`src/rtl/quadra_pkg.sv`:
```
// Shared types and constants for the quadra evaluator and its output buffer.
package quadra_pkg;

  localparam int Y_W        = 32;
  localparam int LATENCY    = 3;
  localparam int DEPTH_DEF  = 8;

  typedef logic [Y_W-1:0]              y_t;
  typedef logic                        dv_t;
  typedef logic [$clog2(DEPTH_DEF):0]  cnt_t;

endpackage

```
`src/rtl/quadra_fifo.sv`:
```
// Synchronous FIFO with a registered first-word-fall-through head register.
module quadra_fifo
  import quadra_pkg::*;
#(
  parameter int W     = Y_W,
  parameter int DEPTH = DEPTH_DEF
) (
  input  logic                     clk,
  input  logic                     rst,
  input  logic                     push,
  input  logic [W-1:0]             din,
  input  logic                     pop,
  output logic [W-1:0]             dout,
  output logic                     full,
  output logic                     empty,
  output logic [$clog2(DEPTH):0]   cnt
);

  localparam int AW = $clog2(DEPTH);
  localparam int CW = AW + 1;

  logic [W-1:0]  mem [DEPTH];
  logic [AW-1:0] wr_ptr;
  logic [AW-1:0] rd_ptr;
  logic [AW-1:0] rd_next;
  logic          do_push;
  logic          do_pop;

  assign empty   = (cnt == '0);
  assign full    = (cnt == CW'(DEPTH));
  assign do_pop  = pop & ~empty;
  assign do_push = push & (~full | do_pop);
  assign rd_next = rd_ptr + 1'b1;

  // NOTE: storage has no reset; only pointers and count define what is valid,
  // and leaving the array unreset lets it map onto plain RAM.
  always_ff @(posedge clk) begin
    if (do_push) mem[wr_ptr] <= din;
  end

  // NOTE: all sequential state uses non-blocking assignments so every read
  // below sees the value from before this edge.
  always_ff @(posedge clk) begin
    if (rst) begin
      wr_ptr <= '0;
      rd_ptr <= '0;
      cnt    <= '0;
      dout   <= '0;
    end else begin
      if (do_push) wr_ptr <= wr_ptr + 1'b1;
      if (do_pop)  rd_ptr <= rd_next;
      case ({do_push, do_pop})
        2'b10:   cnt <= cnt + 1'b1;
        2'b01:   cnt <= cnt - 1'b1;
        default: cnt <= cnt;
      endcase
      // Head tracks the oldest word; a push becomes head only when it would be the sole entry.
      if (do_push && (empty || (do_pop && cnt == CW'(1))))
        dout <= din;
      else if (do_pop && cnt > CW'(1))
        dout <= mem[rd_next];
    end
  end

endmodule

```
`src/rtl/quadra_out_buf.sv`:
```
// Output buffer for the quadra result stream: absorbs y/y_dv into a FIFO,
// issues credit to the x source, and flags overflow and protocol misuse.
module quadra_out_buf
  import quadra_pkg::*;
#(
  parameter int Y_W     = quadra_pkg::Y_W,
  parameter int DEPTH   = DEPTH_DEF,
  parameter int LATENCY = quadra_pkg::LATENCY
) (
  input  logic                    clk_i,
  input  logic                    rst_i,
  input  logic                    x_dv_i,
  output logic                    x_rdy_o,
  input  logic [Y_W-1:0]          y_i,
  input  logic                    y_dv_i,
  output logic [Y_W-1:0]          m_data_o,
  output logic                    m_valid_o,
  input  logic                    m_ready_i,
  output logic                    ovf_o,
  output logic                    err_o,
  output logic [$clog2(DEPTH):0]  cnt_o
);

  localparam int IW = $clog2(LATENCY + 1);
  localparam int SW = $clog2(DEPTH) + 2;

  logic [IW-1:0] inflight;
  logic [SW-1:0] sum;
  logic          full;
  logic          empty;
  logic          pop;
  logic          at_max;
  logic          at_zero;
  logic          drop;
  logic          proto_err;

  quadra_fifo #(.W(Y_W), .DEPTH(DEPTH)) u_fifo (
    .clk   (clk_i),
    .rst   (rst_i),
    .push  (y_dv_i),
    .din   (y_i),
    .pop   (pop),
    .dout  (m_data_o),
    .full  (full),
    .empty (empty),
    .cnt   (cnt_o)
  );

  assign m_valid_o = ~empty;
  assign pop       = m_valid_o & m_ready_i;

  // Credit depends only on registered occupancy and in-flight count.
  assign sum     = SW'(cnt_o) + SW'(inflight);
  assign x_rdy_o = (sum < SW'(DEPTH));

  assign at_max  = (inflight == IW'(LATENCY));
  assign at_zero = (inflight == '0);
  assign drop    = y_dv_i & full & ~pop;

  // A retiring result in the same cycle makes room, so x_dv at LATENCY is only
  // an error when nothing leaves the pipeline alongside it.
  assign proto_err = (x_dv_i & ~x_rdy_o)
                   | (x_dv_i & ~y_dv_i & at_max)
                   | (y_dv_i & at_zero);

  always_ff @(posedge clk_i) begin
    if (rst_i) begin
      inflight <= '0;
      ovf_o    <= 1'b0;
      err_o    <= 1'b0;
    end else begin
      if (x_dv_i && !y_dv_i && !at_max)
        inflight <= inflight + 1'b1;
      else if (y_dv_i && !x_dv_i && !at_zero)
        inflight <= inflight - 1'b1;
      if (drop)      ovf_o <= 1'b1;
      if (proto_err) err_o <= 1'b1;
    end
  end

endmodule

```
`config.mk`:
```
export PLATFORM = sky130hd
export DESIGN_NAME = quadra_out_buf
export DESIGN_NICKNAME = d
export VERILOG_FILES = /design/src/rtl/quadra_pkg.sv /design/src/rtl/quadra_fifo.sv /design/src/rtl/quadra_out_buf.sv
export SDC_FILE = /design/constraint.sdc
export NUM_CORES = 1
export LEC_CHECK = 0
export CORE_AREA = 2 2 139 141
export DETAILED_ROUTE_END_ITERATION = 6
export DIE_AREA = 0 0 141 143
export GPL_ROUTABILITY_DRIVEN = 0
export PLACE_DENSITY_LB_ADDON = 0.1
export SYNTH_ARGS = -nofsm -noshare
export SYNTH_HDL_FRONTEND = slang
export SYNTH_HIERARCHICAL = 1
export SYNTH_SLANG_ARGS = --single-unit
```
`constraint.sdc`:
```
create_clock -name clk_i -period 9.99 [get_ports clk_i]
set_input_delay 1.4985 -clock clk_i [delete_from_list [all_inputs] [get_ports clk_i]]
set_output_delay 1.4985 -clock clk_i [all_outputs]
set_load 0.005 [all_outputs]
```
---- Yosys cells after proc, flatten, opt, wreduce, memory -nomap -nowiden ----
Memory sizes are Yosys's and may differ from the RTL's.
Cells that the tools add are included.
word-level totals
  bits in latches ......................... 0
  logic and storage cells ................. 63
  memories kept ........................... 1
  output and inout port bits .............. 40
  ROM bits ................................ 0
  bits in writable memories ............... 256
  register bits after elaboration ......... 46
  bits of input ports ..................... 37
memories
  memory      depth  bits a word  rd ports  clocked after Yosys merged registers in  wr ports  RTL line           source
  u_fifo.mem  8      32           1         0                                        1         quadra_fifo.sv:22  logic [W-1:0] mem [DEPTH];
operators by class
  bitwise operators ....................... 17
  divide/modulo/power cells ............... 0
  shift-type cells ........................ 0
  magnitude comparators ................... 2
  eq/ne operators ......................... 5
  multiplexer cells ....................... 7
  add/subtract/negate cells ............... 7
  multiply operators ...................... 0
  reductions and logical operators ........ 17
operators with widths
  cell                                                            count
  two-way mux 32 bit                                              2
  bitwise AND 1 bit                                               9
  case mux 4 bit (2 select lines)                                 1
  logical AND 1 bit                                               7
  adder 3 x 1 -> 3 bit (second input constant)                    2
  nonzero test 2 bit                                              3
  adder 4 x 2 -> 5 bit                                            1
  < comparator 5 x 4 -> 1 bit (second input constant)             1
  NOT 1 bit                                                       5
  adder 4 x 1 -> 4 bit (second input constant)                    1
  equality test 2 bit (second input constant)                     2
  equality test 4 x 1 -> 1 bit (second input constant)            1
  equality test 4 bit (second input constant)                     1
  greater-than comparator 4 x 1 -> 1 bit (second input constant)  1
  logical NOT 1 bit                                               4
  logical NOT 4 bit                                               1
  two-way mux 2 bit                                               2
  subtractor 4 x 1 -> 4 bit (second input constant)               1
  OR 1 bit                                                        3
  adder 2 x 1 -> 2 bit (second input constant)                    1
  equality test 2 x 1 -> 1 bit (second input constant)            1
  logical NOT 2 bit                                               1
  two-way mux 1 bit                                               2
  subtractor 2 x 1 -> 2 bit (second input constant)               1
  logical OR 1 bit                                                1

---- Depth between registers and ports, before layout ----
  depth after elaboration ................. 8
  depth in mapped cells ................... 12
  gate-level depth less buffers ........... 10

---- By module ----
Netlist, hierarchy kept.
by module, submodules not included
  module          cells an instance  area each (µm²)  times used  seq. area each (µm²)
  quadra_fifo     604                11,410.9         1           8,528.2
  quadra_out_buf  28                 224.0            1           80.1

---- Least setup slack after synthesis ----
No wires, ideal clock.
  path kind ............................... input to register
  start ................................... in m_ready_i
  end ..................................... mem u_fifo/mem[0][0] in the netlist's numbering (enable)
  path slack .............................. 4.483 ns
  library setup time ...................... 0.502 ns
  data required time ...................... 9.488 ns
  buffers on the path ..................... 0
  arrival ................................. 5.005 ns
  stages .................................. 4
  cells stage by stage .................... nand2b_1 inv_1 o21ai_0 nor4_1
on the way
  word-level cells in the longest chain between the ends .. 6
ends and longest elaborated chain
  what                                     RTL line              source
  start, declared                          quadra_out_buf.sv:18  input logic m_ready_i,
  bitwise AND 1 bit                        quadra_out_buf.sv:50  assign pop = m_valid_o & m_ready_i;
  net pop                                  quadra_out_buf.sv:31  logic pop;
  bitwise AND 1 bit                        quadra_fifo.sv:31     assign do_pop = pop & ~empty;
  OR 1 bit                                 quadra_fifo.sv:32     assign do_push = push & (~full | do_pop);
  bitwise AND 1 bit                        quadra_fifo.sv:32
  two-way mux 1 bit                        quadra_fifo.sv:38     if (do_push) mem[wr_ptr] <= din;
  two-way mux 1 bit (not written as such)  quadra_fifo.sv:38
  end, declared                            quadra_fifo.sv:22
The timed path passes the listed nets, and every way through them passes these cells.

---- Worst setup path after layout ----
  start ................................... reg u_fifo.cnt[1]
  end ..................................... out m_valid_o
on the way
  word-level cells in the longest chain between the ends .. 2
ends and longest elaborated chain
  what                    RTL line              source
  start, declared         quadra_fifo.sv:16     output logic [$clog2(DEPTH):0] cnt
  start signal, assigned  quadra_fifo.sv:53     2'b10: cnt <= cnt + 1'b1;
  start signal, assigned  quadra_fifo.sv:54     2'b01: cnt <= cnt - 1'b1;
  start signal, assigned  quadra_fifo.sv:55     default: cnt <= cnt;
  logical NOT 4 bit       quadra_fifo.sv:29     assign empty = (cnt == '0);
  net empty               quadra_out_buf.sv:30  logic empty;
  NOT 1 bit               quadra_out_buf.sv:49  assign m_valid_o = ~empty;
  end, declared           quadra_out_buf.sv:17  output logic m_valid_o,
The timed path passes the listed nets, and every way through them passes these cells.

==> run summary <==
Average wire per standard cell: 22.9 um
Slowest CP cell: or3b_1
Mapped Cells: 632
Fin cells: 982
Ys flop type: edfxtp_1
H-tree levels: 1
Setup bufs post-CTS: 0
Worst rel slew slack: 7.34%
Area Overhead vs Synth: 17.5%
N_diodes: 0
CTS tree: yes
Worst hold path endpoint: u_fifo/rd_ptr[1]
Synth Register Bits: 302
DIE HEIGHT: 143 um
Reg2reg start: u_fifo/cnt[1]
Initial antenna violation count: 0
Post_cts resized: 0
Startpoint Class: flop
CTS sink cnt: 302
RSZ-0062 raised after global routing: no
Post-synth EDFFs: 256
Crit-path cells: inv_1, ha_1, or3b_1, clkinv_4, inv_1, clkdlybuf4s50_1
Core footprint: 0.0186 mm^2
Post-DRT Antenna Nets: 0
Final count of hold timing violations: 0
Final Max Slew Viols: 0
Worst-path clk slew: 0.06 ns
Drt first pass iters: 4
# hold bufs at CTS: 0
First-pass GRT wire length: 36100 um
Critical Path RT: 8.49 ns
Mapped Avg Cell Area: 18.4 um^2
Initial Util: 62.6%
Via/cell ratio: 6.27
Share of layout cells above drive strength 1: 19.4%
Worst Reg-to-Reg Cells: 10
Final setup viols: 0
Detailed Route WL: 22500 um
DRC viols: 0
CP Capture Type: output port
Syn_nets: 675
DP HPWL: 13600 um
Hold depth: 2
TritonCTS Buffers: 30
Vias in the first global route: 6536
Post-synthesis cell area: 0.0116 mm^2
Largest net degree at the start of global routing: 54
Buffers on Ports: 76
Nets: 767
Max cap viols: 0
Longest Clk Path Bufs: 3
Drt initial violations: 433
R2R Path End: u_fifo/dout[24]
Clock root buffer: clkbuf_16
Top-Level Pins: 77
Most common cell on crit path: inv_1
Worst Path Max Fanout: 8
Period utilization: 39.3%
WHS: 0.472 ns
Worst-margin pin slew: 1.38 ns
Yosys cell types: 47
Arrival time worst endpoint: 2.43 ns
R2R Setup Slk: 6.18 ns
HP Class: reg2reg
Slowest stage delay, CP: 0.50 ns
GR Util All Layers: 23.3%
Clock Latency Late Sink: 0.55 ns
Yosys top cell by area: edfxtp_1
Placed insts: 926
Vias: 6162
Top cells by count, synth: 256 x edfxtp_1, 72 x nand2_1, 64 x mux4_2
Hold Crit Start: u_fifo/rd_ptr[1]
Peak Freq: 255 MHz
Register area share after synthesis: 74.0%
Leakage power: 0.00447 uW
Fillers: 1093
Width of the chip: 141 um
Final Skew: 0.0166 ns
Ranking of synthesized cells by area: edfxtp_1 66%, mux4_2 12%, dfxtp_1 7.9%
Most common cell in the synthesized netlist: edfxtp_1
YS warnings: 6
Die area: 0.0202 mm^2
Post-layout min period: 3.93 ns
Outcome: finished, final reports clean
Fin Setup TNS: 0 ns
FFs w/ async S/R, synth: 0%
Site Rows: 50
Pwr/cell area: 208 mW/mm^2
Global route total overflow: 0
Yosys top cell area share: 66.1%
CP Class: reg2out
Peak supply drop: 0.241 mV
==> report_power, final <==
part | switching [uW] | internal [uW] | leakage [uW]
clock network | 442 | 641 | 0.000480
registers | 33.5 | 1420 | 0.00270
logic | 150 | 158 | 0.00128
==> logic make-up (layout without fill, tap and decap cells) <==
| group | after synthesis | after routing | synth area share [%] |
|---|---|---|---|
| compound gates | 92 | 92 | 5.71 |
| xor+xnor | 6 | 6 | 0.452 |
| fa+ha+maj | 6 | 6 | 0.645 |
| buf+inv | 40 | 156 | 1.90 |
| flops | 302 | 302 | 74.0 |
| mux | 68 | 68 | 12.8 |
| simple gates | 118 | 118 | 4.55 |
==> area by class of cell <==
class	count	area (um^2)	share of cell area, %
clock buffers	44	853	6.24
multi-input cells	290	2880	21.0
well taps	234	293	2.14
repair buffers	93	888	6.50
clock inverters	12	118	0.860
inverters	7	31.3	0.229
flip-flops and latches	302	8610	63.0
==> layer usage <==
| metal | GRT usage [%] | wire [um] |
|---|---|---|
| met1 | 33.0 | 9690 |
| met2 | 39.4 | 11400 |
| met3 | 3.29 | 1000 |
| met4 | 5.68 | 476 |
| met5 | 0 | 0 |
==> critical path, delay by kind of cell, from the launching register on <==
kind,cells,cell delay (ns)
flip-flops,1,0.39
adder cells (fa/ha/maj),1,0.30
buffers and inverters,4,0.70
AND/OR/NAND/NOR,1,0.50
==> sequential cells by signal, summed over array words and instances, names as in the netlist <==
register,cells
u_fifo/rd_ptr,3
inflight,2
err_o,1
u_fifo/cnt,4
u_fifo/mem,256
ovf_o,1
u_fifo/wr_ptr,3
u_fifo/dout,32
==> placed cells by master, fill, tap and decap left out, types with 2 or more instances in the layout <==
master / n
mux2i_1: 2
nor2_4: 3
a21o_1: 2
clkbuf_1: 9
nand2b_1: 6
bufinv_16: 2
ha_1: 5
inv_1: 6
clkbuf_8: 5
nand3b_1: 4
mux2_2: 2
o211ai_1: 5
xor2_1: 3
o21ai_0: 5
clkdlybuf4s50_1: 76
clkinv_1: 3
clkinv_2: 6
dfxtp_1: 45
clkbuf_16: 30
nand3_1: 3
mux4_2: 64
a211oi_1: 2
nor2_1: 12
buf_4: 17
a221o_1: 31
a31oi_1: 4
a21oi_1: 37
edfxtp_1: 256
nor3_2: 5
nand2_1: 72
==> per-stage QoR <==
stage	cell area (um^2)	worst slack (ns)	total power, uW	util [%]
after CTS	13700	6.04	2870	73.6
after detailed placement	12700	5.66	1790	68.4
final	13700	6.06	2850	73.6
after global routing	13700	5.97	2950	73.6
after global placement	12700	5.81	1780	68.4
after floorplan	11600	4.48	1660	-
==> worst max-delay path by stage <==
stage	startpoint	endpoint	slack (ns)	depth (start not counted)
finish	u_fifo/cnt[1]	m_valid_o	6.06	6
global route	u_fifo/cnt[1]	u_fifo/dout[24]	5.97	10
CTS	u_fifo/cnt[1]	m_valid_o	6.04	6
detailed placement	m_ready_i	u_fifo/dout[20]	5.66	7
global placement	m_ready_i	u_fifo/mem[7][18]	5.81	6
floorplan	m_ready_i	u_fifo/mem[0][0]	4.48	4
(Power assumes the default switching activity.)
==> RTL change: new RTL, same flow settings <==
`DEPTH_DEF`: 8 -> 4.
--- a/src/rtl/quadra_pkg.sv
+++ b/src/rtl/quadra_pkg.sv
@@ -4,5 +4,5 @@
   localparam int Y_W        = 32;
   localparam int LATENCY    = 3;
-  localparam int DEPTH_DEF  = 8;
+  localparam int DEPTH_DEF  = 4;
 
   typedef logic [Y_W-1:0]              y_t;
Interface: changed (resized cnt_o); port bits go from 77 to 76. No check against the original RTL was run, so the function may have changed too.
==> RTL change against the original RTL <==
- total power decreased by 26%
- die area did not move
- clock skew shrank 3.9 ps
- non-clock buffer count fell by 15
- sequential cell count decreased by 131
- routed wire length decreased by 32%
- area after synthesis is 39% lower
- setup slack improved by 150 ps
- design area shrank 38%
- largest cell class unchanged
==> RTL change: results <==
metrics = {
    "placed_design": {
        "pre_cts_ws_ps": 5900,
        "dpl.hpwl_mm": 8.48,
        "numPortBuffers": 75,
        "dp.cells": 722,
    },
    "detailed_routing": {
        "vias": 4056,
        "vias_per_cell": 5.38,
        "initialDrtViolationCount": 263,
        "first_pass_iters": 4,
        "post_drt_wl_per_cell_um": 20.4,
    },
    "clock_network": {
        "cts_setup_buffers": 0,
        "cts.clk_slew.worst_paths_ps": 60,
        "cts_buffers": 17,
        "cts_root_buffer": "clkbuf_16",
        "cts_htree_levels": 4,
        "cts_resized": 0,
        "worstSkewPairLatency_ps": 420,
        "max-clock-path-buffers": 2,
    },
    "global_route": {
        "grt_max_degree": 65,
        "antenna_found_initial": 0,
        "grt_pass1_vias": 4227,
        "grt_pass1_wl_mm": 24.2,
        "grt_use_total": 0.161,
    },
    "logic_synthesis": {
        "synth_compound_area_frac": 0.0888,
        "syn_nets": 489,
        "synthTopCellsByArea": "edfxtp_1, dfxtp_1, mux4_1",
        "synth_cell_types": 40,
        "seq_area_frac_synth": 0.661,
        "synth-adder-area-share": 0.0158,
        "yosys-top-cells-count": "edfxtp_1, dfxtp_1, nor2_1",
        "yosysWarnings": 6,
        "synth_edf_count": 128,
        "async_flop_share": 0,
        "muxShareOfSynthArea": 0.113,
        "synth_most_common_cell": "edfxtp_1",
        "avgSynthCellArea_um2": 16.1,
        "synthXorXnorAreaFrac": 0.00369,
    },
    "cells_and_area": {
        "reg_top3": "u_fifo/mem: 128 flops, u_fifo/dout: 32 flops, u_fifo/cnt: 3 flops",
        "drive_gt1_frac": 0.129,
        "antenna_cells": 0,
        "layout.nets": 553,
    },
    "run": {
        "maxCapViolations": 0,
    },
    "setup_path": {
        "cp.arrival_ps": 2280,
        "crit_fanout": 8,
    },
    "min_path": {
        "hold_class": "register to register",
    },
    "sta": {
        "skew_ps": 12.7,
        "max_slew_margin": 0.307,
    },
    "power": {
        "p_int_mw": 1.50,
        "ir_worst_vdd_uv": 131,
        "p_leak_nw": 2.74,
    },
    "run_status": {
        "outcome": "complete, no violations",
    },
}
[RTL change: cell count changes in the layout (fill, tap and decap cells not counted), moves of 31 or more]
cell,change
nand2_1,-69
edfxtp_1,-128
mux4_2,-51
a221o_1,-31
nor2_1,+31
a21oi_1,-31
nand3_1,+33
[RTL change: layer usage]
layer / vias up / GRT usage / routed length, µm
met3: 9 / 0.0345 / 372
li1: 1889 / - / -
met2: 68 / 0.263 / 7450
met1: 2090 / 0.215 / 7390
met4: 0 / 0.0537 / 129
met5: - / 0 / 0
[RTL change: final timing paths]
kind / end / cells after the start / slack, ps / from
max reg2reg: u_fifo/mem[2][0]$_DFFE_PP_ / 9 / 6500 / u_fifo/cnt[0]$_SDFFE_PP0P_
min: ovf_o$_SDFFE_PP0P_ / 2 / 470 / ovf_o$_SDFFE_PP0P_
min reg2reg: ovf_o$_SDFFE_PP0P_ / 2 / 470 / ovf_o$_SDFFE_PP0P_
max: m_valid_o / 6 / 6220 / u_fifo/cnt[0]$_SDFFE_PP0P_
[RTL change: critical path, cell delays in order, from the launching register on]
cell	delay [ps]
dfxtp_1	490
inv_1	130
ha_1	350
or2b_1	250
inv_1	100
inv_1	60
clkdlybuf4s50_1	490
[RTL change: cell families (layout without fill, tap and decap cells)]
| family | after synthesis | after routing |
|---|---|---|
| AOI/OAI and AO/OA | 84 | 84 |
| xor gates and xnor gates | 3 | 3 |
| adders and majority gates | 9 | 9 |
| buffers and inverters | 43 | 120 |
| DFF | 171 | 171 |
| muxes | 33 | 33 |
| and+or+nand+nor | 100 | 100 |
[RTL change: cell type report]
type                            instances  area (µm²)
Clock buffer                           21         460
Clock inverter                         11         168
Fill cell                            1637       10100
Inverter                               10        37.5
Multi-Input combinational cell        229        2060
Sequential cell                       171        4710
Tap cell                              234         293
Timing Repair Buffer                   78         768
[RTL change: metrics by stage]
step / utilization / cell area [µm²] / power [mW] / hold WS (ps)
after detailed placement: 0.423 / 7870 / 1.43 / 461
after global placement: 0.423 / 7870 / 1.42 / 456
final: 0.457 / 8490 / 2.10 / 468
after global routing: 0.457 / 8490 / 2.21 / 537
after floorplan: - / 7120 / 1.25 / 461
after CTS: 0.457 / 8490 / 2.13 / 476
[RTL change: power groups by stage]
stage	logic, mW	registers [mW]	clock network (mW)
floorplan	0.343	0.905	0
global placement	0.491	0.924	0
detailed placement	0.500	0.927	0
CTS	0.502	0.914	0.710
global route	0.546	0.923	0.739
finish	0.495	0.911	0.694
